File: src/rtl/dsp_accum_iter_sched.sv
// dsp_accum_iter_sched
// Round-robin job sequencer sharing one multiply-subtract accumulator DSP
// (z <= (a<<19) - z[19:0]*b, registered output, clear input) between NREQ
// requesters. An accepted job clears the DSP, drives its operands for
// max(iter,1) cycles, then returns the final z together with the requester id.
// Build option: define DSP_ACCUM_SCHED_PERF_EN to add saturating perf counters
// (perf_jobs, perf_busy).
module dsp_accum_iter_sched #(
  parameter int NREQ   = 2,
  parameter int ITER_W = 4,
  parameter int A_W    = 20,
  parameter int B_W    = 18,
  parameter int Z_W    = 38,
  localparam int ID_W  = (NREQ > 1) ? $clog2(NREQ) : 1
) (
  input  logic                   clk,
  input  logic                   reset,
  input  logic [NREQ-1:0]        req_valid,
  output logic [NREQ-1:0]        req_ready,
  input  logic [NREQ*A_W-1:0]    req_a,
  input  logic [NREQ*B_W-1:0]    req_b,
  input  logic [NREQ*ITER_W-1:0] req_iter,
  output logic                   resp_valid,
  input  logic                   resp_ready,
  output logic [ID_W-1:0]        resp_id,
  output logic [Z_W-1:0]         resp_z,
  output logic [A_W-1:0]         dsp_a,
  output logic [B_W-1:0]         dsp_b,
  output logic                   dsp_reset,
  input  logic [Z_W-1:0]         dsp_z,
`ifdef DSP_ACCUM_SCHED_PERF_EN
  output logic                   busy,
  output logic [15:0]            perf_jobs,
  output logic [31:0]            perf_busy
`else
  output logic                   busy
`endif
);

  localparam logic [1:0] S_IDLE  = 2'd0;
  localparam logic [1:0] S_CLEAR = 2'd1;
  localparam logic [1:0] S_RUN   = 2'd2;
  localparam logic [1:0] S_DONE  = 2'd3;

  logic [1:0]        state_reg;
  logic [ID_W-1:0]   rr_ptr_reg;
  logic [ID_W-1:0]   id_reg;
  logic [A_W-1:0]    a_reg;
  logic [B_W-1:0]    b_reg;
  logic [ITER_W-1:0] iter_reg;
  logic [ITER_W-1:0] cnt_reg;
  logic              resp_valid_reg;
  logic [ID_W-1:0]   resp_id_reg;
  logic [Z_W-1:0]    resp_z_reg;

  // Per-requester views of the packed job buses.
  logic [A_W-1:0]    a_arr    [NREQ];
  logic [B_W-1:0]    b_arr    [NREQ];
  logic [ITER_W-1:0] iter_arr [NREQ];

  generate
    for (genvar gi = 0; gi < NREQ; gi++) begin : g_unpack
      assign a_arr[gi]    = req_a[gi*A_W +: A_W];
      assign b_arr[gi]    = req_b[gi*B_W +: B_W];
      assign iter_arr[gi] = req_iter[gi*ITER_W +: ITER_W];
    end
  endgenerate

  logic            grant_found;
  logic [ID_W-1:0] grant_id;
  logic [ID_W:0]   cand;
  logic [ID_W-1:0] rr_ptr_next;
  logic [ITER_W-1:0] iter_eff;

  // Round-robin search: first valid requester at or after the RR pointer.
  always_comb begin
    grant_found = 1'b0;
    grant_id    = '0;
    cand        = '0;
    for (int k = 0; k < NREQ; k++) begin
      cand = {1'b0, rr_ptr_reg} + (ID_W+1)'(k);
      if (cand >= (ID_W+1)'(NREQ)) cand = cand - (ID_W+1)'(NREQ);
      if (!grant_found && req_valid[cand[ID_W-1:0]]) begin
        grant_found = 1'b1;
        grant_id    = cand[ID_W-1:0];
      end
    end
  end

  assign rr_ptr_next = (grant_id == ID_W'(NREQ-1)) ? '0 : grant_id + ID_W'(1);
  // A zero iteration count runs the DSP once, same as a count of one.
  assign iter_eff = (iter_arr[grant_id] == '0) ? ITER_W'(1) : iter_arr[grant_id];

  // Accept pulse only while idle and out of reset; at most one bit set.
  always_comb begin
    req_ready = '0;
    if (state_reg == S_IDLE && !reset && grant_found) req_ready[grant_id] = 1'b1;
  end

  // Job sequencing: accept, clear DSP, run iter cycles, present and hold result.
  always_ff @(posedge clk) begin
    if (reset) begin
      state_reg      <= S_IDLE;
      rr_ptr_reg     <= '0;
      id_reg         <= '0;
      a_reg          <= '0;
      b_reg          <= '0;
      iter_reg       <= '0;
      cnt_reg        <= '0;
      resp_valid_reg <= 1'b0;
      resp_id_reg    <= '0;
      resp_z_reg     <= '0;
    end else begin
      case (state_reg)
        S_IDLE: begin
          if (grant_found) begin
            a_reg      <= a_arr[grant_id];
            b_reg      <= b_arr[grant_id];
            iter_reg   <= iter_eff;
            id_reg     <= grant_id;
            rr_ptr_reg <= rr_ptr_next;
            state_reg  <= S_CLEAR;
          end
        end
        S_CLEAR: begin
          cnt_reg   <= iter_reg;
          state_reg <= S_RUN;
        end
        S_RUN: begin
          cnt_reg <= cnt_reg - ITER_W'(1);
          if (cnt_reg == ITER_W'(1)) state_reg <= S_DONE;
        end
        default: begin
          // dsp_z is only valid on the first DONE cycle (operands drop to zero),
          // so capture it once and then hold until the handshake.
          if (!resp_valid_reg) begin
            resp_valid_reg <= 1'b1;
            resp_z_reg     <= dsp_z;
            resp_id_reg    <= id_reg;
          end else if (resp_ready) begin
            resp_valid_reg <= 1'b0;
            state_reg      <= S_IDLE;
          end
        end
      endcase
    end
  end

  assign resp_valid = resp_valid_reg;
  assign resp_id    = resp_id_reg;
  assign resp_z     = resp_z_reg;
  assign dsp_a      = (state_reg == S_RUN) ? a_reg : '0;
  assign dsp_b      = (state_reg == S_RUN) ? b_reg : '0;
  assign dsp_reset  = reset | (state_reg == S_CLEAR);
  assign busy       = (state_reg != S_IDLE);

`ifdef DSP_ACCUM_SCHED_PERF_EN
  logic [15:0] perf_jobs_reg;
  logic [31:0] perf_busy_reg;

  // Saturating counters of completed jobs and busy cycles.
  always_ff @(posedge clk) begin
    if (reset) begin
      perf_jobs_reg <= '0;
      perf_busy_reg <= '0;
    end else begin
      if (resp_valid_reg && resp_ready && perf_jobs_reg != '1)
        perf_jobs_reg <= perf_jobs_reg + 16'd1;
      if (state_reg != S_IDLE && perf_busy_reg != '1)
        perf_busy_reg <= perf_busy_reg + 32'd1;
    end
  end

  assign perf_jobs = perf_jobs_reg;
  assign perf_busy = perf_busy_reg;
`endif

endmodule

File: config.mk
export PLATFORM = sky130hd
export DESIGN_NAME = dsp_accum_iter_sched
export DESIGN_NICKNAME = d
export VERILOG_FILES = /design/src/rtl/dsp_accum_iter_sched.sv
export SDC_FILE = /design/constraint.sdc
export NUM_CORES = 1
export LEC_CHECK = 0
export BUFFER_PORTS_ARGS = -buffer_cell sky130_fd_sc_hd__buf_2
export CAP_MARGIN = 20
export CORE_ASPECT_RATIO = 2
export CORE_MARGIN = 2
export CORE_UTILIZATION = 35
export DETAILED_ROUTE_END_ITERATION = 10
export GPL_TIMING_DRIVEN = 1
export SETUP_SLACK_MARGIN = 0.5
export SLEW_MARGIN = 20
export SYNTH_ARGS = -nofsm -noshare
export SYNTH_HDL_FRONTEND = slang
export SYNTH_SLANG_ARGS = --single-unit
export TNS_END_PERCENT = 20
File: constraint.sdc
create_clock -name clk -period 2.3 [get_ports clk]
set_input_delay 0.46 -clock clk [delete_from_list [all_inputs] [get_ports clk]]
set_output_delay 0.46 -clock clk [all_outputs]
set_load 0.02 [all_outputs]
==> impl_metrics.tcl, run 1 <==
set metrics [dict create \
    layout.nets 791 \
    hold_path_class "in2reg" \
    grt_pass1_vias 3958 \
    fill_cells 1116 \
    synth_cells 458 \
    clk_pin_slew_ns 0.07 \
    worstPathArrival_ns 1.44 \
    clock_skew_ns 0.00987 \
    clock-sinks 90 \
    fin_ws_ns 0.402 \
    setup_viol 0 \
    hpwlAfterDp_um 8740 \
    wl_per_cell_um 15.3 \
    grt_pass1_wl_um 18700 \
    finalCriticalPeriod_ns 1.90 \
    p_per_area_mw_per_mm2 917 \
    grt_max_degree 53 \
    io_buffers 208 \
    synthTopCellsByArea "dfxtp_1 (45%), nand2_1 (7.5%), a21oi_1 (7.2%)" \
    p_leak_nw 2.51 \
    clockBufferDepth 2 \
    dieHeight_um 155 \
    met3_length_um 548 \
    avgSynthCellArea_um2 8.69 \
    drc 0 \
    rsz0062_at_grt "true" \
    crit_path_top_delay_cell "dfxtp_4" \
    fin_util 0.502 \
    cts_tree "done" \
    root_buffer "clkbuf_16" \
    crit_chain "inv_4 -> ha_4 -> buf_12 -> and2_1 -> buf_4" \
    critPathLaunchType "register" \
    synth_common_cells "dfxtp_1 (90), nand2_1 (80), a21oi_1 (57), and2_1 (38)" \
    grt_overflow 0 \
    core_mm2 0.0112 \
    tightestPinTransition_ns 0.560 \
    ys_warn_count 0 \
    num_io_pins 209 \
    via_per_inst 5.10 \
    largest_reg_flops 38 \
    period_share 0.825 \
    drt_iter0_markers 117 \
    syn-cell-area_mm2 0.00398 \
    slowest_delay_ns 0.35 \
    dr_total_vias 4109 \
    wl_met2_um 6740 \
    synth_flop_cell "dfxtp_1" \
    synth_top_area_cell "dfxtp_1" \
    irDropWorstVdd_mv 0.424 \
    die_x_um 79.4 \
    cts_inserted_buffers 9 \
    clk-insertion-delay-late_ns 0.33 \
    final-hold-violation-count 0 \
    highest_layer "met4" \
    met1_length_um 4590 \
    grt.total_usage 0.194 \
    fin_cells 805 \
    synth-edff-count 0 \
    wl_um 12400 \
    ant_nets 0 \
    cap_violations 0 \
    yosysMostFrequentCell "dfxtp_1" \
    synth_cell_type_count 46 \
    crit_required_ns 1.84 \
    postLayoutCellArea_mm2 0.00563 \
    initial_utilization 0.355 \
    synth-seq-area-share 0.453 \
    max-slew-margin-rel 0.626 \
    status "finished, final reports clean" \
    antenna_found_initial 0 \
    tns_ns 0 \
    fmax_mhz 527 \
    critPathKind "reg2out" \
    std_cell_rows 55 \
    holdWs_ns 0.341 \
    drive_gt1_frac 0.400 \
    globalplace.congestion 0.874 \
    dieArea_mm2 0.0123 \
    async_flop_share 0 \
    htree_num_levels 3 \
    place_ws_ns 0.392 \
    cp-end-kind "output port" \
    dp_cells 781 \
    first_pass_iters 4 \
    area_delta_synth_final_pct 41.3 \
    synth_seq_cells 90 \
    placed_cell_area_mm2 0.00511 \
    synth_top_area_share 0.453 \
    antennaDiodeCount 0 \
    finalPower_mw 5.16 \
    cp_max_fo 19 \
    finalMaxSlewViolations 0 \
    syn_nets 591 \
]
==> critical path, delay by kind of cell (launching register included) <==
kind,cells,cell delay [ns]
fa+ha+maj,1,0.21
buf+inv,3,0.37
flops,1,0.35
simple gates,1,0.16
==> layout by cell type, fill, tap and decap left out, types with 2 or more instances in the layout <==
cell / n
a21oi_1: 57
dfxtp_1: 87
buf_2: 184
nor2_1: 9
dfxtp_4: 3
ha_1: 4
nor3_1: 4
o21ai_0: 8
inv_2: 3
a211oi_1: 2
inv_6: 3
clkbuf_16: 9
buf_6: 5
ha_4: 2
a21o_1: 2
nand4_1: 16
a221o_1: 21
a311oi_1: 3
a32oi_1: 17
nand3_1: 5
buf_4: 39
nor2b_1: 3
nor3b_1: 21
nand2b_1: 4
and2_1: 37
inv_1: 4
nand2_1: 80
mux2i_1: 2
==> path summary, 6_finish.rpt <==
kind	endpoint	slack (ns)	cells past startpoint	start
worst max-delay path	dsp_a[19]	0.40	5	state_reg[0]$_SDFFE_PP0P_
worst min-delay path	b_reg[14]$_SDFFE_PP0P_	0.34	2	req_b[32]
worst max register to register	a_reg[11]$_SDFFE_PP0P_	0.51	8	state_reg[0]$_SDFFE_PP0P_
worst min register to register	resp_z[8]$_SDFFE_PP0P_	0.45	2	resp_z[8]$_SDFFE_PP0P_
==> layer usage <==
metal	track usage	up-vias
met3	0.0298	31
met2	0.351	148
met5	0	-
met1	0.209	1894
li1	-	2036
met4	0.112	0
==> layout make-up <==
class                      instances  area, um2  share of cell area
multi-input combinational        319       2000               0.355
sequential                        90       1810               0.322
timing repair buffer             230       1320               0.234
clock buffer                      10        239              0.0425
tap                              142        178              0.0316
clock inverter                     6       47.5             0.00845
inverter                           8       32.5             0.00578
==> kinds of logic (layout without fill, tap and decap cells) <==
group | count (synthesis) | count (layout) | synth area share
AOI/OAI and AO/OA | 123 | 123 | 0.215
muxes | 3 | 3 | 0.00786
DFF | 90 | 90 | 0.453
buffers and inverters | 49 | 254 | 0.0572
and+or+nand+nor | 187 | 187 | 0.248
adders and majority gates | 6 | 6 | 0.0189
==> where the power goes <==
| group | leakage [nW] | total [mW] | internal, mW | switching (mW) |
|---|---|---|---|---|
| clock network | 0.140 | 1.41 | 0.774 | 0.636 |
| registers | 0.737 | 2.03 | 1.87 | 0.160 |
| logic | 1.64 | 1.72 | 0.753 | 0.967 |
| total | 2.51 | 5.16 | 3.40 | 1.76 |
==> repair_timing <==
| action | 4_1_cts | 5_1_grt |
|---|---|---|
| pin swaps | 3 | 2 |
| hold buffers | 0 | 0 |
| setup buffers | 2 | 4 |
| resized for setup | 42 | 10 |
| gates cloned | 1 | 1 |
| endpoints found under the setup margin | 66 | 73 |
(Power assumes the default switching activity.)
==> run 2: changes to the inputs <==
- PLACE_DENSITY: default -> 0.67
- clock period: 2.3 -> 1.6 ns (I/O delays scaled with it)
==> run 2 against run 1 <==
Compared with the run above:
- the flow now finishes with violations (negative setup slack)
- count of clock-buffer cells in the layout unchanged
- clock power up 41%
- global-route usage rose by 0.26 points
- worst hold slack got worse by 0.15 ns
- final cell count is 1.7% higher
- worst setup slack worse by 0.58 ns
- first-iteration DRC count up 42%
- power increased by 57%
- critical path depth did not move
- sequential power is 46% higher
- via count rose by 5.2%
==> impl_metrics.tcl, run 2 (synthesized netlist as in run 1, its figures left out) <==
set metrics [dict create \
    status "finished with violations" \
    violations "negative setup slack" \
    num_io_pins 209 \
    globalplace.congestion 0.846 \
    clockBufferDepth 2 \
    first_pass_iters 5 \
    worstPathArrival_ns 1.46 \
    cts_tree "done" \
    htree_num_levels 3 \
    fmax_mhz 562 \
    seqCellArea_mm2 0.00186 \
    via_per_inst 5.28 \
    period_share 1.11 \
    root_buffer "clkbuf_16" \
    grt_overflow 0 \
    ant_nets 0 \
    drive_gt1_frac 0.530 \
    grt_pass1_vias 4132 \
    final-hold-violation-count 0 \
    hold_path_class "in2reg" \
    critPathLaunchType "register" \
    cp-end-kind "output port" \
    clock_skew_ns 0.00700 \
    clk_pin_slew_ns 0.07 \
    dr_total_vias 4324 \
    initial_utilization 0.355 \
    finalCriticalPeriod_ns 1.78 \
    tns_ns -5.17 \
    p_leak_nw 2.73 \
    grt.total_usage 0.197 \
    antennaDiodeCount 0 \
    core_mm2 0.0112 \
    wl_um 13200 \
    cp_max_fo 17 \
    cap_violations 0 \
    dieHeight_um 155 \
    std_cell_rows 55 \
    clock-sinks 90 \
    rsz0062_at_grt "true" \
    fin_util 0.566 \
    p_per_area_mw_per_mm2 1280 \
    layout_commonest_cell "buf_2" \
    fin_ws_ns -0.179 \
    wl_per_cell_um 16.1 \
    critPathKind "reg2out" \
    fill_cells 1012 \
    holdWs_ns 0.191 \
    layout_common_cells "buf_2 (140), nand2_1 (80), buf_6 (74)" \
    hold_buffers 0 \
    finalMaxSlewViolations 0 \
    grt_pass1_wl_um 19200 \
    cts_inserted_buffers 9 \
    max-slew-margin-rel 0.742 \
    multi_input_comb_area_mm2 0.00211 \
    drc 0 \
    antenna_found_initial 0 \
    fin_cells 819 \
    drt_iter0_markers 166 \
    largest_reg_flops 38 \
    dieArea_mm2 0.0123 \
    io_buffers 208 \
    crit_required_ns 1.28 \
    grt_max_degree 60 \
    die_x_um 79.4 \
    dp_cells 789 \
    hpwlAfterDp_um 8950 \
    clk-insertion-delay-late_ns 0.34 \
    setup_viol 43 \
    layout.nets 805 \
    tightestPinTransition_ns 0.387 \
    area_delta_synth_final_pct 59.4 \
    irDropWorstVdd_mv 0.744 \
]
[run 2: cell count changes in the layout (fill, tap and decap cells not counted), moves of 16 or more]
cell     previous run  this run
buf_6               5        74
buf_2             184       140
dfxtp_2             0        43
dfxtp_1            87        45
and2_1             37         4
buf_4              39        20
and2_2              0        17
and2_4              1        17
[run 2: layout make-up]
| cell class | count | share of cell area |
|---|---|---|
| timing repair buffer | 243 | 0.296 |
| clock buffer | 10 | 0.0361 |
| multi-input combinational | 320 | 0.333 |
| inverter | 8 | 0.00631 |
| sequential | 90 | 0.294 |
| tap | 142 | 0.0280 |
| clock inverter | 6 | 0.00749 |
[run 2: path summary, 6_finish.rpt]
path                             startpoint  cells after the start                   endpoint  slack [ns]
setup / recovery  state_reg[0]$_SDFFE_PP0P_                      5                  dsp_b[15]       -0.18
hold / removal                    req_b[32]                      2     b_reg[14]$_SDFFE_PP0P_        0.19
setup reg to reg    cnt_reg[1]$_SDFFE_PP0N_                      5  state_reg[0]$_SDFFE_PP0P_       -0.05
hold reg to reg     resp_z[25]$_SDFFE_PP0P_                      2    resp_z[25]$_SDFFE_PP0P_        0.46
[run 2: layer usage]
layer / track usage / up-vias / share of wire
met1: 0.213 / 2037 / 0.36
met5: 0 / - / 0
met3: 0.0321 / 32 / 0.052
li1: - / 2069 / -
met4: 0.112 / 0 / 0.037
met2: 0.353 / 186 / 0.55
[run 2: stage by stage]
stage / setup slack [ns] / total power, mW / area, um2
after global placement: -0.0290 / 5.26 / 5290
final: -0.179 / 8.09 / 6350
after global routing: -0.214 / 8.51 / 6350
after floorplan: 0.0159 / 4.51 / 4040
after CTS: -0.193 / 7.74 / 6120
after detailed placement: -0.173 / 5.35 / 5290
[run 2: worst max-delay path, stage by stage, from the launching register on]
cell     delay [ns]
dfxtp_2        0.35
inv_4          0.05
ha_4           0.20
buf_12         0.16
and2_2         0.19
buf_2          0.15
[run 2: where the power goes]
group	switching, mW	internal, mW
logic	1.55	1.57
registers	0.267	2.71
clock network	0.917	1.07
[run 2: what timing repair did]
action | in CTS | in global routing
cloned | 1 | 4
endpoints found under the setup margin | 171 | 172
setup buffers | 5 | 4
pin swaps | 26 | 26
resized for setup | 194 | 34
==> run 3: changes to the inputs <==
- RECOVER_POWER: default -> 25
==> run 3 against run 2 <==
Compared with the run above:
- the run still ends with negative setup slack left
- via count unchanged
- wire length unchanged
- largest power group unchanged
- sequential power about the same
- maximum frequency unchanged
- global-route usage unchanged
- final cell count unchanged
- cell area down 0.47%
- critical path depth unchanged
- sequential share of layout area down 0.34 points
==> impl_metrics.tcl, run 3 (synthesized netlist as in run 1, its figures left out) <==
set metrics [dict create \
    globalplace.congestion 0.846 \
    std_cell_rows 55 \
    met1_length_um 4710 \
    first_pass_iters 5 \
    die_x_um 79.4 \
    hpwlAfterDp_um 8950 \
    fin_ws_ns -0.179 \
    tightestPinTransition_ns 0.387 \
    p_leak_nw 2.72 \
    area_delta_synth_final_pct 58.7 \
    io_buffers 208 \
    grt_pass1_vias 4132 \
    num_io_pins 209 \
    violations "negative setup slack" \
    dp_cells 789 \
    rsz0062_at_grt "true" \
    status "finished with violations" \
    clockBufferDepth 2 \
    final-hold-violation-count 0 \
    cts_inserted_buffers 9 \
    htree_num_levels 3 \
    crit_required_ns 1.28 \
    dieArea_mm2 0.0123 \
    cp-end-kind "output port" \
    place_ws_ns -0.173 \
    layout_commonest_cell "buf_2" \
    worstPathArrival_ns 1.46 \
    core_mm2 0.0112 \
    tns_ns -5.17 \
    antenna_found_initial 0 \
    clock_skew_ns 0.00700 \
    fin_cells 819 \
    drt_iter0_markers 166 \
    critPathKind "reg2out" \
    cp_max_fo 17 \
    clk-insertion-delay-late_ns 0.34 \
    hold_buffers 0 \
    period_share 1.11 \
    wl_um 13200 \
    cts_tree "done" \
    postLayoutCellArea_mm2 0.00632 \
    wl_met2_um 7310 \
    dr_total_vias 4324 \
    initial_utilization 0.355 \
    largest_reg_flops 38 \
    setup_viol 43 \
    clock-sinks 90 \
    grt_pass1_wl_um 19200 \
    drc 0 \
    grt_overflow 0 \
    ant_nets 0 \
    wl_per_cell_um 16.1 \
    grt.total_usage 0.197 \
    finalCriticalPeriod_ns 1.78 \
    clk_pin_slew_ns 0.07 \
    antennaDiodeCount 0 \
    layout_common_cells "buf_2 (140), nand2_1 (80), buf_6 (74)" \
    dieHeight_um 155 \
    layout.nets 805 \
    max-slew-margin-rel 0.742 \
    irDropWorstVdd_mv 0.744 \
    hold_path_class "in2reg" \
    met3_length_um 680 \
    cap_violations 0 \
    placed_cell_area_mm2 0.00529 \
    highest_layer "met4" \
    fmax_mhz 562 \
    p_per_area_mw_per_mm2 1280 \
    drive_gt1_frac 0.495 \
    root_buffer "clkbuf_16" \
    finalMaxSlewViolations 0 \
    fill_cells 1020 \
    critPathLaunchType "register" \
    via_per_inst 5.28 \
    grt_max_degree 60 \
]
run 3: cell count changes in the layout (fill, tap and decap cells not counted):
cell / previous run / this run
dfxtp_1: 45 / 69
dfxtp_2: 43 / 19
run 3: repair_timing:
action,CTS,global route
setup endpoints to repair,171,172
gates resized for setup,194,34
buffers inserted,5,4
gates cloned,1,4
pin swaps,26,26
run 3: cell type report:
type,count,area (um2),area share
sequential,90,1830,0.290
timing repair buffer,243,1880,0.297
inverter,8,40.0,0.00634
multi-input combinational,320,2110,0.334
clock inverter,6,47.5,0.00753
tap,142,178,0.0281
clock buffer,10,229,0.0362
run 3: stage by stage:
step | hold slack [ns] | util | power (mW)
2_1_floorplan | 0.426 | - | 4.51
3_3_place_gp | 0.439 | 0.471 | 5.26
3_5_place_dp | 0.444 | 0.471 | 5.35
4_1_cts | 0.184 | 0.545 | 7.74
5_1_grt | 0.189 | 0.563 | 8.50
6_report | 0.191 | 0.563 | 8.08
run 3: final timing paths:
path / startpoint / slack [ns] / to / depth (start not counted)
worst max-delay path: state_reg[0]$_SDFFE_PP0P_ / -0.18 / dsp_b[15] / 5
worst min-delay path: req_b[32] / 0.19 / b_reg[14]$_SDFFE_PP0P_ / 2
worst max register to register: cnt_reg[1]$_SDFFE_PP0N_ / -0.05 / state_reg[0]$_SDFFE_PP0P_ / 5
worst min register to register: resp_z[25]$_SDFFE_PP0P_ / 0.47 / resp_z[25]$_SDFFE_PP0P_ / 2
run 3: critical path: stages, from the launching register on:
cell	delay (ns)
dfxtp_2	0.35
inv_4	0.05
ha_4	0.20
buf_12	0.16
and2_2	0.19
buf_2	0.15
run 3: routing by layer:
metal  GRT usage  vias to the layer above
li1            -                     2069
met1       0.213                     2037
met2       0.353                      186
met3      0.0321                       32
met4       0.112                        0
met5           0                        -
run 3: power breakdown:
| part | total (mW) | leakage [nW] | switching [mW] | internal [mW] |
|---|---|---|---|---|
| clock network | 1.99 | 0.134 | 0.917 | 1.07 |
| registers | 2.96 | 0.745 | 0.267 | 2.70 |
| logic | 3.13 | 1.84 | 1.55 | 1.57 |
| total | 8.08 | 2.72 | 2.74 | 5.34 |
